## src/rtl/line_follow_cntrl.sv

```systemverilog
// Line-follower motion controller: sweeps IR pairs through the shared A2D, forms a
// position-weighted steering error and closes a saturating PI loop onto the motors.
module line_follow_cntrl #(
  parameter int NUM_PAIRS = 3,
  parameter int RES_W     = 12,
  parameter int MTR_W     = 11,
  parameter int SETTLE    = 4096,
  parameter int KP        = 8,
  parameter int KI        = 0,
  parameter int FWD_SPD   = 512
) (
  input  logic                    clk,
  input  logic                    rst_n,
  input  logic                    go,
  output logic                    start_conv,
  output logic [2:0]              chnnl,
  input  logic                    cnv_cmplt,
  input  logic [RES_W-1:0]        A2D_res,
  output logic [NUM_PAIRS-1:0]    IR_en,
  output logic [7:0]              LEDs,
  output logic signed [MTR_W-1:0] lft,
  output logic signed [MTR_W-1:0] rht
);

  localparam int ACC_W = RES_W + NUM_PAIRS + 1;
  localparam int CNT_W = $clog2(SETTLE + 1);
  localparam int M_MAX = 2**(MTR_W-1) - 1;
  localparam int M_MIN = -(2**(MTR_W-1));
  localparam logic signed [ACC_W-1:0] E_MAX = ACC_W'(2047);
  localparam logic signed [ACC_W-1:0] E_MIN = ACC_W'(-2048);
  localparam logic signed [11:0] ERR_MAX = 12'h7FF;
  localparam logic signed [11:0] ERR_MIN = 12'h800;
  localparam logic signed [16:0] I_MAX = 17'sh07FFF;
  localparam logic signed [16:0] I_MIN = 17'sh18000;

  typedef enum logic [2:0] {
    S_IDLE, S_SETTLE, S_CONV_R, S_WAIT_R, S_CONV_L, S_WAIT_L, S_NEXT, S_CALC
  } state_t;

  state_t state, nxt;

  logic [CNT_W-1:0]        cnt;
  logic [1:0]              pair;
  logic [RES_W-1:0]        r_val, l_val;
  logic signed [ACC_W-1:0] acc, r_ext, l_ext, diff;
  logic signed [15:0]      integ, integ_nxt;
  logic signed [16:0]      integ_sum;
  logic signed [11:0]      err_sat;
  logic signed [31:0]      p_term, i_term;
  logic signed [MTR_W-1:0] corr, lft_nxt, rht_nxt;
  logic                    abort, last_pair, settled;

  function automatic logic signed [MTR_W-1:0] sat_mtr(input logic signed [31:0] v);
    if (v > M_MAX)      return MTR_W'(M_MAX);
    else if (v < M_MIN) return MTR_W'(M_MIN);
    else                return MTR_W'(v);
  endfunction

  assign abort     = !go && (state != S_IDLE) && (state != S_CALC);
  assign last_pair = (pair == 2'(NUM_PAIRS-1));
  assign settled   = (cnt == CNT_W'(SETTLE-1));

  assign start_conv = (state == S_CONV_R) || (state == S_CONV_L);
  assign chnnl = (state inside {S_CONV_R, S_WAIT_R, S_CONV_L, S_WAIT_L}) ?
                 {pair, (state == S_CONV_L) || (state == S_WAIT_L)} : 3'd0;

  always_ff @(posedge clk or negedge rst_n)
    if (!rst_n) state <= S_IDLE;
    else        state <= nxt;

  always_comb begin
    nxt = state;
    if (abort) nxt = S_IDLE;
    else begin
      case (state)
        S_IDLE:   if (go) nxt = S_SETTLE;
        S_SETTLE: if (settled) nxt = S_CONV_R;
        S_CONV_R: nxt = S_WAIT_R;
        S_WAIT_R: if (cnv_cmplt) nxt = S_CONV_L;
        S_CONV_L: nxt = S_WAIT_L;
        S_WAIT_L: if (cnv_cmplt) nxt = S_NEXT;
        S_NEXT:   nxt = last_pair ? S_CALC : S_SETTLE;
        S_CALC:   nxt = go ? S_SETTLE : S_IDLE;
        default:  nxt = S_IDLE;
      endcase
    end
  end

  // Raw readings are unsigned; widen with zeros before the signed difference.
  assign r_ext = $signed({{(ACC_W-RES_W){1'b0}}, r_val});
  assign l_ext = $signed({{(ACC_W-RES_W){1'b0}}, l_val});
  assign diff  = r_ext - l_ext;

  always_comb begin
    if (acc > E_MAX)      err_sat = ERR_MAX;
    else if (acc < E_MIN) err_sat = ERR_MIN;
    else                  err_sat = acc[11:0];
    integ_sum = {integ[15], integ} + {{5{err_sat[11]}}, err_sat};
    if (integ_sum > I_MAX)      integ_nxt = 16'sh7FFF;
    else if (integ_sum < I_MIN) integ_nxt = 16'sh8000;
    else                        integ_nxt = integ_sum[15:0];
    // The I term uses the integrator value being written this CALC.
    p_term  = (32'(err_sat) * KP) >>> 3;
    i_term  = (32'(integ_nxt) * KI) >>> 8;
    corr    = sat_mtr(p_term + i_term);
    lft_nxt = sat_mtr(FWD_SPD - 32'(corr));
    rht_nxt = sat_mtr(FWD_SPD + 32'(corr));
  end

  always_ff @(posedge clk or negedge rst_n) begin
    if (!rst_n) begin
      cnt   <= '0;
      pair  <= '0;
      r_val <= '0;
      l_val <= '0;
      acc   <= '0;
      integ <= '0;
      IR_en <= '0;
      LEDs  <= '0;
      lft   <= '0;
      rht   <= '0;
    end else if (abort) begin
      cnt   <= '0;
      IR_en <= '0;
      integ <= '0;
      lft   <= '0;
      rht   <= '0;
    end else begin
      case (state)
        S_IDLE: if (go) begin
          pair  <= '0;
          IR_en <= NUM_PAIRS'(1);
          acc   <= '0;
          cnt   <= '0;
        end
        S_SETTLE: cnt <= settled ? '0 : cnt + 1'b1;
        S_WAIT_R: if (cnv_cmplt) r_val <= A2D_res;
        S_WAIT_L: if (cnv_cmplt) l_val <= A2D_res;
        S_NEXT: begin
          acc <= acc + (diff <<< pair);
          if (last_pair) IR_en <= '0;
          else begin
            pair  <= pair + 2'd1;
            IR_en <= IR_en << 1;
          end
        end
        S_CALC: begin
          integ <= integ_nxt;
          lft   <= lft_nxt;
          rht   <= rht_nxt;
          LEDs  <= err_sat[11:4];
          if (go) begin
            pair  <= '0;
            IR_en <= NUM_PAIRS'(1);
            acc   <= '0;
            cnt   <= '0;
          end
        end
        default: ;
      endcase
    end
  end

endmodule

```

## config.mk

```make
export PLATFORM = sky130hd
export DESIGN_NAME = line_follow_cntrl
export DESIGN_NICKNAME = d
export VERILOG_FILES = /design/src/rtl/line_follow_cntrl.sv
export SDC_FILE = /design/constraint.sdc
export NUM_CORES = 1
export LEC_CHECK = 0
export BUFFER_PORTS_ARGS = -buffer_cell sky130_fd_sc_hd__buf_2
export CAP_MARGIN = 20
export CORE_MARGIN = 3
export CORE_UTILIZATION = 60
export DETAILED_ROUTE_END_ITERATION = 8
export PLACE_DENSITY = 0.8
export SYNTH_ARGS = -nofsm -noshare
export SYNTH_HDL_FRONTEND = slang
export SYNTH_SLANG_ARGS = --single-unit
```

## constraint.sdc

```tcl
create_clock -name clk -period 5.31 [get_ports clk]
set_clock_uncertainty 0.05 [all_clocks]
set_input_delay 0.2655 -clock clk [delete_from_list [all_inputs] [get_ports clk]]
set_output_delay 0.2655 -clock clk [all_outputs]
set_load 0.02 [all_outputs]
```

==> insert_results.sql, run 1 <==
INSERT INTO impl_metrics (metric_group, metric, value, unit) VALUES
('outcome', 'outcome', 'complete, no violations', ''),
('timing', 'final-setup-viol-count', '0', ''),
('synthesis', 'ys_async_sr_fraction', '1.00', ''),
('synthesis', 'synth_compound_gate_area_share', '0.233', ''),
('layout', 'antenna_cells_inserted', '0', ''),
('synthesis', 'synth-edff-count', '0', ''),
('power_and_ir_drop', 'sw_frac_of_total', '0.289', ''),
('worst_setup_path', 'cp_cell_sequence', 'inv_1 -> ha_1 -> inv_1 -> fa_1 -> a211o_1 -> a2111oi_0 -> nor2_1 -> a21oi_1 -> xnor2_1 -> mux2i_1 -> mux2i_1 -> ha_1 -> a21o_1 -> o21ai_0 -> o2bb2ai_1 -> a31oi_1 -> a211oi_1 -> mux2i_1 -> o211ai_1', ''),
('routing', 'wl_met1', '5860', 'µm'),
('grt', 'globalRouteTotalUtil', '0.250', ''),
('clock_network', 'clk_pin_slew_worst_paths', '0.09', 'ns'),
('routing', 'count_of_antenna_violating_nets_left_after_detailed_routing', '0', ''),
('clock_network', 'post_cts_buffers', '0', ''),
('synthesis', 'synth_area', '6120', 'µm²'),
('layout', 'drive_gt1_frac', '0.160', ''),
('synthesis', 'yosys_register_bits', '91', ''),
('timing', 'fmax', '0.204', 'GHz'),
('floorplan', 'die_area', '11500', 'µm²'),
('synthesis', 'seq_area_frac_synth', '0.372', ''),
('worst_setup_path', 'worst_setup_path_end_kind', 'flip-flop', ''),
('routing', 'avgViaCountPerCell', '6.04', ''),
('clock_network', 'hold_buffers', '1', ''),
('hold_path', 'worst_hold_path.endpoint', 'l_val[2]', ''),
('worst_setup_path', 'critical_path_arrival', '5.10', 'ns'),
('worst_setup_path', 'ff2ff_setup_slack', '0.41', 'ns'),
('clock_network', 'cts_num_sinks', '91', ''),
('worst_setup_path', 'critical-path-max-stage-delay', '0.64', 'ns'),
('layout', 'final_common_cell', 'sky130_fd_sc_hd__dfrtp_1', ''),
('floorplan', 'core_area', '9860', 'µm²'),
('job', 'maxCapViolations', '0', ''),
('timing', 'rsz0062_at_grt', 'false', ''),
('layout', 'area_growth', '9.58', '%'),
('timing', 'tightest_hold_margin', '0.0821', 'ns'),
('power_and_ir_drop', 'power_per_cell_area', '244', 'nW/µm²'),
('timing', 'hold_viol', '0', ''),
('grt', 'number_of_antenna_violations_at_the_first_check_in_global_routing', '0', ''),
('worst_setup_path', 'critical_path.most_common_cell', 'sky130_fd_sc_hd__mux2i_1', ''),
('worst_setup_path', 'worst_setup_path_startpoint', 'r_val[0]', ''),
('synthesis', 'synthXorXnorAreaFrac', '0.0472', ''),
('synthesis', 'synth_cell_type_count', '66', ''),
('hold_path', 'hold_depth', '2', ''),
('worst_setup_path', 'critical_path_required', '5.51', 'ns'),
('routing', 'uppermost_routed_layer', 'met4', ''),
('floorplan', 'num_rows', '36', ''),
('timing', 'timing.final.max_slew_violations', '0', ''),
('worst_setup_path', 'start_kind', 'flip-flop', ''),
('clock_network', 'number_of_buffers_created_by_cts', '9', ''),
('timing', 'totalNegativeSetupSlack', '0', 'ns'),
('worst_setup_path', 'ff2ff_path_depth', '19', ''),
('synthesis', 'synth_mux_area_frac', '0.0736', ''),
('routing', 'route.vias.total', '5110', ''),
('placed_design', 'dpl.hpwl', '10100', 'µm'),
('power_and_ir_drop', 'p_seq_frac', '0.440', ''),
('layout', 'finish.net_count', '764', ''),
('grt', 'gr-total-overflow', '0', ''),
('synthesis', 'synth-adder-area-share', '0.0842', ''),
('timing', 'relative_slew_margins', '0.435', ''),
('routing', 'iter_0_drt_violations', '258', ''),
('worst_setup_path', 'timing.critical_path.fanout_max', '6', ''),
('synthesis', 'dominantRegCellSynth', 'sky130_fd_sc_hd__dfrtp_1', ''),
('timing', 'finalCritPeriodShare', '0.922', ''),
('power_and_ir_drop', 'internal_power_of_the_cells', '1.16', 'mW'),
('routing', 'dr_wl_met3', '473', 'µm'),
('timing', 'layout_min_cycle_time', '4.90', 'ns'),
('worst_setup_path', 'regToRegStartpoint', 'r_val[0]', ''),
('floorplan', 'floorplan.initialDensity', '0.621', ''),
('worst_setup_path', 'critPathSlowestCell', 'sky130_fd_sc_hd__a2111oi_0', ''),
('power_and_ir_drop', 'power.static_leakage', '3.26', 'nW'),
('power_and_ir_drop', 'switching_power', '0.474', 'mW'),
('clock_network', 'clock_latency_reported_for_the_late_side_of_the_worst_skew_pair', '0.37', 'ns'),
('routing', 'wl_met2', '6670', 'µm');
==> power by group through the flow <==
stage	clock [mW]	sequential, mW	combinational, mW
floorplan	0	0.723	0.273
global placement	0	0.733	0.333
detailed placement	0	0.734	0.346
CTS	0.577	0.720	0.350
global route	0.609	0.723	0.395
finish	0.567	0.720	0.350
==> routing by layer <==
layer,vias to the layer above,global-route usage
met5,-,0
met2,124,0.423
met1,2449,0.324
met3,25,0.0385
met4,0,0.0886
li1,2512,-
==> worst max-delay path by stage <==
stage,end,slack [ns],depth (start not counted)
floorplan,acc[15],1.09,19
global placement,acc[15],0.73,19
detailed placement,acc[15],0.52,19
CTS,acc[15],0.43,19
global route,acc[15],0.08,19
finish,acc[15],0.41,19
==> Yosys cell counts, types with 7 or more instances <==
library cell,instances,area (µm²)
sky130_fd_sc_hd__or3_1,10,62.6
sky130_fd_sc_hd__dfrtp_1,91,2280
sky130_fd_sc_hd__nand2_1,57,214
sky130_fd_sc_hd__o31ai_1,9,67.6
sky130_fd_sc_hd__inv_1,30,113
sky130_fd_sc_hd__ha_1,38,475
sky130_fd_sc_hd__xor2_1,14,123
sky130_fd_sc_hd__and3_1,10,62.6
sky130_fd_sc_hd__clkbuf_1,20,75.1
sky130_fd_sc_hd__a21oi_1,42,210
sky130_fd_sc_hd__o21ai_1,10,50.1
sky130_fd_sc_hd__o21ai_0,49,245
sky130_fd_sc_hd__xnor2_1,19,166
sky130_fd_sc_hd__buf_1,8,30.0
sky130_fd_sc_hd__a22o_1,13,114
sky130_fd_sc_hd__a211oi_1,7,52.6
sky130_fd_sc_hd__mux2_2,24,270
sky130_fd_sc_hd__nor2b_1,8,50.1
sky130_fd_sc_hd__nor2_1,53,199
sky130_fd_sc_hd__nor3_1,15,75.1
sky130_fd_sc_hd__o211ai_1,8,60.1
sky130_fd_sc_hd__a21o_1,12,90.1
sky130_fd_sc_hd__mux2i_1,18,180
sky130_fd_sc_hd__nand3_1,12,60.1
==> registers in the layout (all words and copies together), names as in the netlist <==
name,flops
lft,11
state,3
pair,2
LEDs,8
acc,16
IR_en,3
r_val,12
cnt,13
l_val,12
rht,11
==> metrics by stage <==
step           setup WS (ns)   util  instance area (µm²)  instances  power [mW]
2_1_floorplan           1.09      -                 6120        672       0.997
3_3_place_gp           0.732  0.654                 6450        828        1.07
3_5_place_dp           0.523  0.655                 6460        829        1.08
4_1_cts                0.435  0.680                 6710        846        1.65
5_1_grt               0.0808  0.680                 6710        846        1.73
6_report               0.415  0.680                 6710        846        1.64
==> kinds of logic after synthesis <==
logic type,count (synthesis)
AO/OA/AOI/OAI,210
flip-flops,91
AND/OR/NAND/NOR,192
XOR/XNOR,33
buffers and inverters,64
multiplexers,42
adder cells (fa/ha/maj),40
==> cell type report <==
| class | instances | area, µm² | share of cell area |
|---|---|---|---|
| clock inverter | 6 | 113 | 0.0168 |
| inverter | 31 | 116 | 0.0173 |
| multi-input combinational | 517 | 3600 | 0.536 |
| tap | 133 | 166 | 0.0248 |
| timing repair buffer | 58 | 310 | 0.0462 |
| sequential | 91 | 2280 | 0.339 |
| clock buffer | 10 | 128 | 0.0190 |
==> worst max-delay path: cells and delay by family, from the launching register on <==
family                   cells  cell delay [ns]
AO/OA/AOI/OAI                9             2.45
AND/OR/NAND/NOR              1             0.11
XOR/XNOR                     1             0.10
flip-flops                   1             0.38
adder cells (fa/ha/maj)      3             1.01
buffers and inverters        2             0.13
multiplexers                 3             0.55
Note: power is estimated with default switching activity, not from simulation.
==> run 2: changes to the inputs <==
Settings changed: ABC_AREA set to 1, SETUP_SLACK_MARGIN set to 0.05.
==> run 2 against run 1 <==
Net effect:
- synthesized area down 0.35%
- critical path depth up 3
- sequential share of layout area about the same
- worst hold slack better by 0.015 ns
- final cell count up 21%
==> insert_results.sql, run 2 <==
INSERT INTO impl_metrics (metric_group, metric, value, unit) VALUES
('outcome', 'outcome', 'complete, no violations', ''),
('clock_network', 'clk_pin_slew_worst_paths', '0.08', 'ns'),
('layout', 'finish.net_count', '939', ''),
('floorplan', 'num_rows', '36', ''),
('layout', 'area_growth', '9.90', '%'),
('layout', 'layout_top_registers', 'acc (16), cnt (13)', ''),
('clock_network', 'clock_latency_reported_for_the_late_side_of_the_worst_skew_pair', '0.37', 'ns'),
('clock_network', 'cts_htree_levels', '3', ''),
('placed_design', 'placed_cell_areas', '6470', 'µm²'),
('clock_network', 'number_of_buffers_on_the_longest_clock_path', '2', ''),
('worst_setup_path', 'timing_worst_setup_path_type', 'flip-flop to flip-flop', ''),
('clock_network', 'clock-root-buffer', 'sky130_fd_sc_hd__clkbuf_8', ''),
('synthesis', 'postSynthAreaPerCell', '7.33', 'µm²'),
('layout', 'filler_cells', '881', ''),
('synthesis', 'netlist.area_leader.share', '0.373', ''),
('floorplan', 'die_area', '11400', 'µm²'),
('synthesis', 'synth_mux_area_frac', '0.00492', ''),
('timing', 'relative_slew_margins', '0.464', ''),
('placed_design', 'dpl.hpwl', '10200', 'µm'),
('grt', 'number_of_global_route_vias_before_repair', '5285', ''),
('job', 'maxCapViolations', '0', ''),
('grt', 'grt_max_degree', '63', ''),
('grt', 'gr-total-overflow', '0', ''),
('synthesis', 'post_synth_and_or_nand_nor_area_fraction', '0.284', ''),
('clock_network', 'cts_tree', 'done', ''),
('layout', 'max_flop_register', 'acc', ''),
('floorplan', 'floorplan.initialDensity', '0.621', ''),
('placed_design', 'placement.io_buffers', '52', ''),
('synthesis', 'synth_compound_gate_area_share', '0.147', ''),
('routing', 'count_of_antenna_violating_nets_left_after_detailed_routing', '0', ''),
('synthesis', 'synth_area_leaders', 'sky130_fd_sc_hd__dfrtp_1 37%, sky130_fd_sc_hd__nand2_1 15%, sky130_fd_sc_hd__ha_1 7.8%, sky130_fd_sc_hd__o21ai_0 6.2%, sky130_fd_sc_hd__inv_1 6.2%', ''),
('floorplan', 'die_w', '107', 'µm'),
('synthesis', 'synth-adder-area-share', '0.0845', ''),
('layout', 'final_common_cell', 'sky130_fd_sc_hd__nand2_1', ''),
('timing', 'hold_viol', '0', ''),
('power_and_ir_drop', 'power.static_leakage', '3.69', 'nW'),
('worst_setup_path', 'critPathCapture', 'acc[13]', ''),
('power_and_ir_drop', 'worst_ir_drop_vdd', '0.000425', 'V'),
('synthesis', 'synth-edff-count', '0', ''),
('synthesis', 'seq_area_frac_synth', '0.373', ''),
('worst_setup_path', 'worst_setup_path_end_kind', 'flip-flop', ''),
('grt', 'number_of_antenna_violations_at_the_first_check_in_global_routing', '0', ''),
('power_and_ir_drop', 'power_per_cell_area', '538', 'nW/µm²'),
('worst_setup_path', 'critical_path_required', '5.57', 'ns'),
('synthesis', 'synth_area', '6100', 'µm²'),
('timing', 'fmax', '0.274', 'GHz'),
('timing', 'layout_min_cycle_time', '3.65', 'ns'),
('routing', 'drt-wirelength-per-cell', '13.0', 'µm'),
('timing', 'finalCritPeriodShare', '0.688', ''),
('worst_setup_path', 'worst_r2r_endpoint', 'acc[13]', ''),
('floorplan', 'die_height', '107', 'µm'),
('layout', 'largest_register_ffs', '16', ''),
('timing', 'timing.final.max_slew_violations', '0', ''),
('timing', 'totalNegativeSetupSlack', '0', 'ns'),
('routing', 'detail_route.first_pass.iterations', '5', ''),
('layout', 'layout_common_cells', '246 x sky130_fd_sc_hd__nand2_1, 101 x sky130_fd_sc_hd__inv_1, 91 x sky130_fd_sc_hd__dfrtp_1, 76 x sky130_fd_sc_hd__o21ai_0, 51 x sky130_fd_sc_hd__buf_2', ''),
('clock_network', 'number_of_buffers_created_by_cts', '9', ''),
('synthesis', 'synthXorXnorAreaFrac', '0.0258', ''),
('worst_setup_path', 'regToRegStartpoint', 'r_val[0]', ''),
('synthesis', 'synth.net_count', '889', ''),
('worst_setup_path', 'worst_setup_path_startpoint', 'r_val[0]', ''),
('synthesis', 'dominant_combinational_cell_family_by_area_after_synthesis', 'simple AND/OR/NAND/NOR gates', ''),
('worst_setup_path', 'timing.critical_path.fanout_max', '6', ''),
('synthesis', 'synth_cell_type_count', '55', ''),
('routing', 'remaining_drc_errors', '0', ''),
('synthesis', 'yosys_register_bits', '91', ''),
('synthesis', 'synth_most_common_cell', 'sky130_fd_sc_hd__nand2_1', ''),
('synthesis', 'dominantRegCellSynth', 'sky130_fd_sc_hd__dfrtp_1', ''),
('clock_network', 'post_cts_buffers', '0', ''),
('grt', 'grt_first_pass_wirelength', '23300', 'µm'),
('worst_setup_path', 'start_kind', 'flip-flop', ''),
('floorplan', 'ioPinCount', '53', ''),
('timing', 'worst_slew_pin_slew', '0.804', 'ns'),
('routing', 'iter_0_drt_violations', '302', ''),
('synthesis', 'synth_largest_area_cell', 'sky130_fd_sc_hd__dfrtp_1', ''),
('synthesis', 'post_synth_inst_count', '833', ''),
('worst_setup_path', 'cp_cell_sequence', 'inv_1 -> ha_1 -> inv_1 -> fa_1 -> nand3_1 -> nand2_1 -> a21oi_1 -> o21ai_0 -> xor2_1 -> mux2i_1 -> nand2_1 -> o21ai_0 -> ha_1 -> nand2_1 -> inv_1 -> a221oi_1 -> nand3_1 -> nand3_1 -> nand3_1 -> a21oi_1 -> o21ai_0 -> nand2_1', ''),
('worst_setup_path', 'critical_path_arrival', '3.91', 'ns'),
('hold_path', 'min_path_type', 'primary input to flip-flop', ''),
('placed_design', 'global_placer_s_final_weighted_congestion', '0.943', ''),
('grt', 'globalRouteTotalUtil', '0.246', ''),
('worst_setup_path', 'ff2ff_setup_slack', '1.66', 'ns'),
('worst_setup_path', 'critical-path-max-stage-delay', '0.39', 'ns'),
('synthesis', 'ys_async_sr_fraction', '1.00', ''),
('layout', 'antenna_cells_inserted', '0', ''),
('synthesis', 'yosys_warnings', '0', ''),
('routing', 'route.vias.total', '5447', ''),
('routing', 'avgViaCountPerCell', '5.33', ''),
('layout', 'drive_gt1_frac', '0.130', ''),
('floorplan', 'core_area', '9820', 'µm²'),
('layout', 'finalInstanceArea', '6710', 'µm²'),
('timing', 'final-setup-viol-count', '0', ''),
('clock_network', 'cts_num_sinks', '91', ''),
('routing', 'detail_route.wirelength', '13200', 'µm'),
('hold_path', 'timing.hold.worst.start', 'A2D_res[1]', ''),
('timing', 'rsz0062_at_grt', 'false', ''),
('worst_setup_path', 'ff2ff_path_depth', '22', ''),
('synthesis', 'post_synth_most_frequent_cells', '246 x sky130_fd_sc_hd__nand2_1, 101 x sky130_fd_sc_hd__inv_1, 91 x sky130_fd_sc_hd__dfrtp_1', ''),
('worst_setup_path', 'critPathSlowestCell', 'sky130_fd_sc_hd__dfrtp_1', '');
==> run 2: per-stage QoR <==
stage / setup WS, ns / total power [mW] / cells / hold WS, ns / utilization
2_1_floorplan: 2.03 / 2.63 / 833 / -0.0801 / -
3_3_place_gp: 1.79 / 3.01 / 1004 / 0.156 / 0.659
3_5_place_dp: 1.72 / 3.07 / 1004 / 0.164 / 0.659
4_1_cts: 1.68 / 3.60 / 1021 / 0.0836 / 0.683
5_1_grt: 1.23 / 4.00 / 1021 / 0.100 / 0.683
6_report: 1.66 / 3.61 / 1021 / 0.0974 / 0.683
==> run 2: final cells by class <==
class	count	area, µm²	area share
multi-input cells	614	3330	0.497
clock buffers	13	179	0.0267
clock inverters	3	43.8	0.00653
inverters	112	420	0.0627
well taps	133	166	0.0248
repair buffers	55	288	0.0429
flip-flops and latches	91	2280	0.340
==> run 2: what timing repair did <==
action,CTS,global route
gates resized for setup,0,0
hold buffers,1,0
hold endpoints to repair,29,0
==> run 2: how the worst min path moves through the flow <==
stage / slack [ns] / cells past startpoint / endpoint
after global placement: 0.16 / 1 / cnt[4]
after global routing: 0.10 / 3 / r_val[1]
final: 0.1 / 3 / l_val[1]
after floorplan: -0.08 / 0 / IR_en[0]
after CTS: 0.08 / 3 / l_val[1]
after detailed placement: 0.16 / 1 / cnt[4]
==> run 2: metal layers <==
metal / part of all wire / GRT usage / vias to the layer above / wire [µm]
met1: 0.46 / 0.323 / 2513 / 6110
li1: - / - / 2810 / -
met5: 0 / 0 / - / 0
met4: 0.013 / 0.0676 / 0 / 170
met3: 0.039 / 0.0349 / 16 / 518
met2: 0.49 / 0.425 / 108 / 6430
==> run 2: critical path: cells and delay by family (launching register included) <==
kind	cells	cell delay [ns]
xor+xnor	1	0.19
compound gates	6	0.97
simple gates	8	0.81
flops	1	0.39
fa+ha+maj	3	0.90
buf+inv	3	0.16
mux	1	0.12
==> run 2: cell families after synthesis <==
| group | count (synthesis) |
|---|---|
| simple gates | 396 |
| compound gates | 157 |
| buf+inv | 128 |
| flops | 91 |
| fa+ha+maj | 40 |
| xor+xnor | 18 |
| mux | 3 |
==> run 2: power breakdown <==
group / internal, mW / total (mW) / switching, mW / leakage [nW]
clock network: 0.269 / 0.521 / 0.251 / 0.116
registers: 0.797 / 0.876 / 0.0795 / 1.25
logic: 0.782 / 2.21 / 1.43 / 2.33
total: 1.85 / 3.61 / 1.76 / 3.69
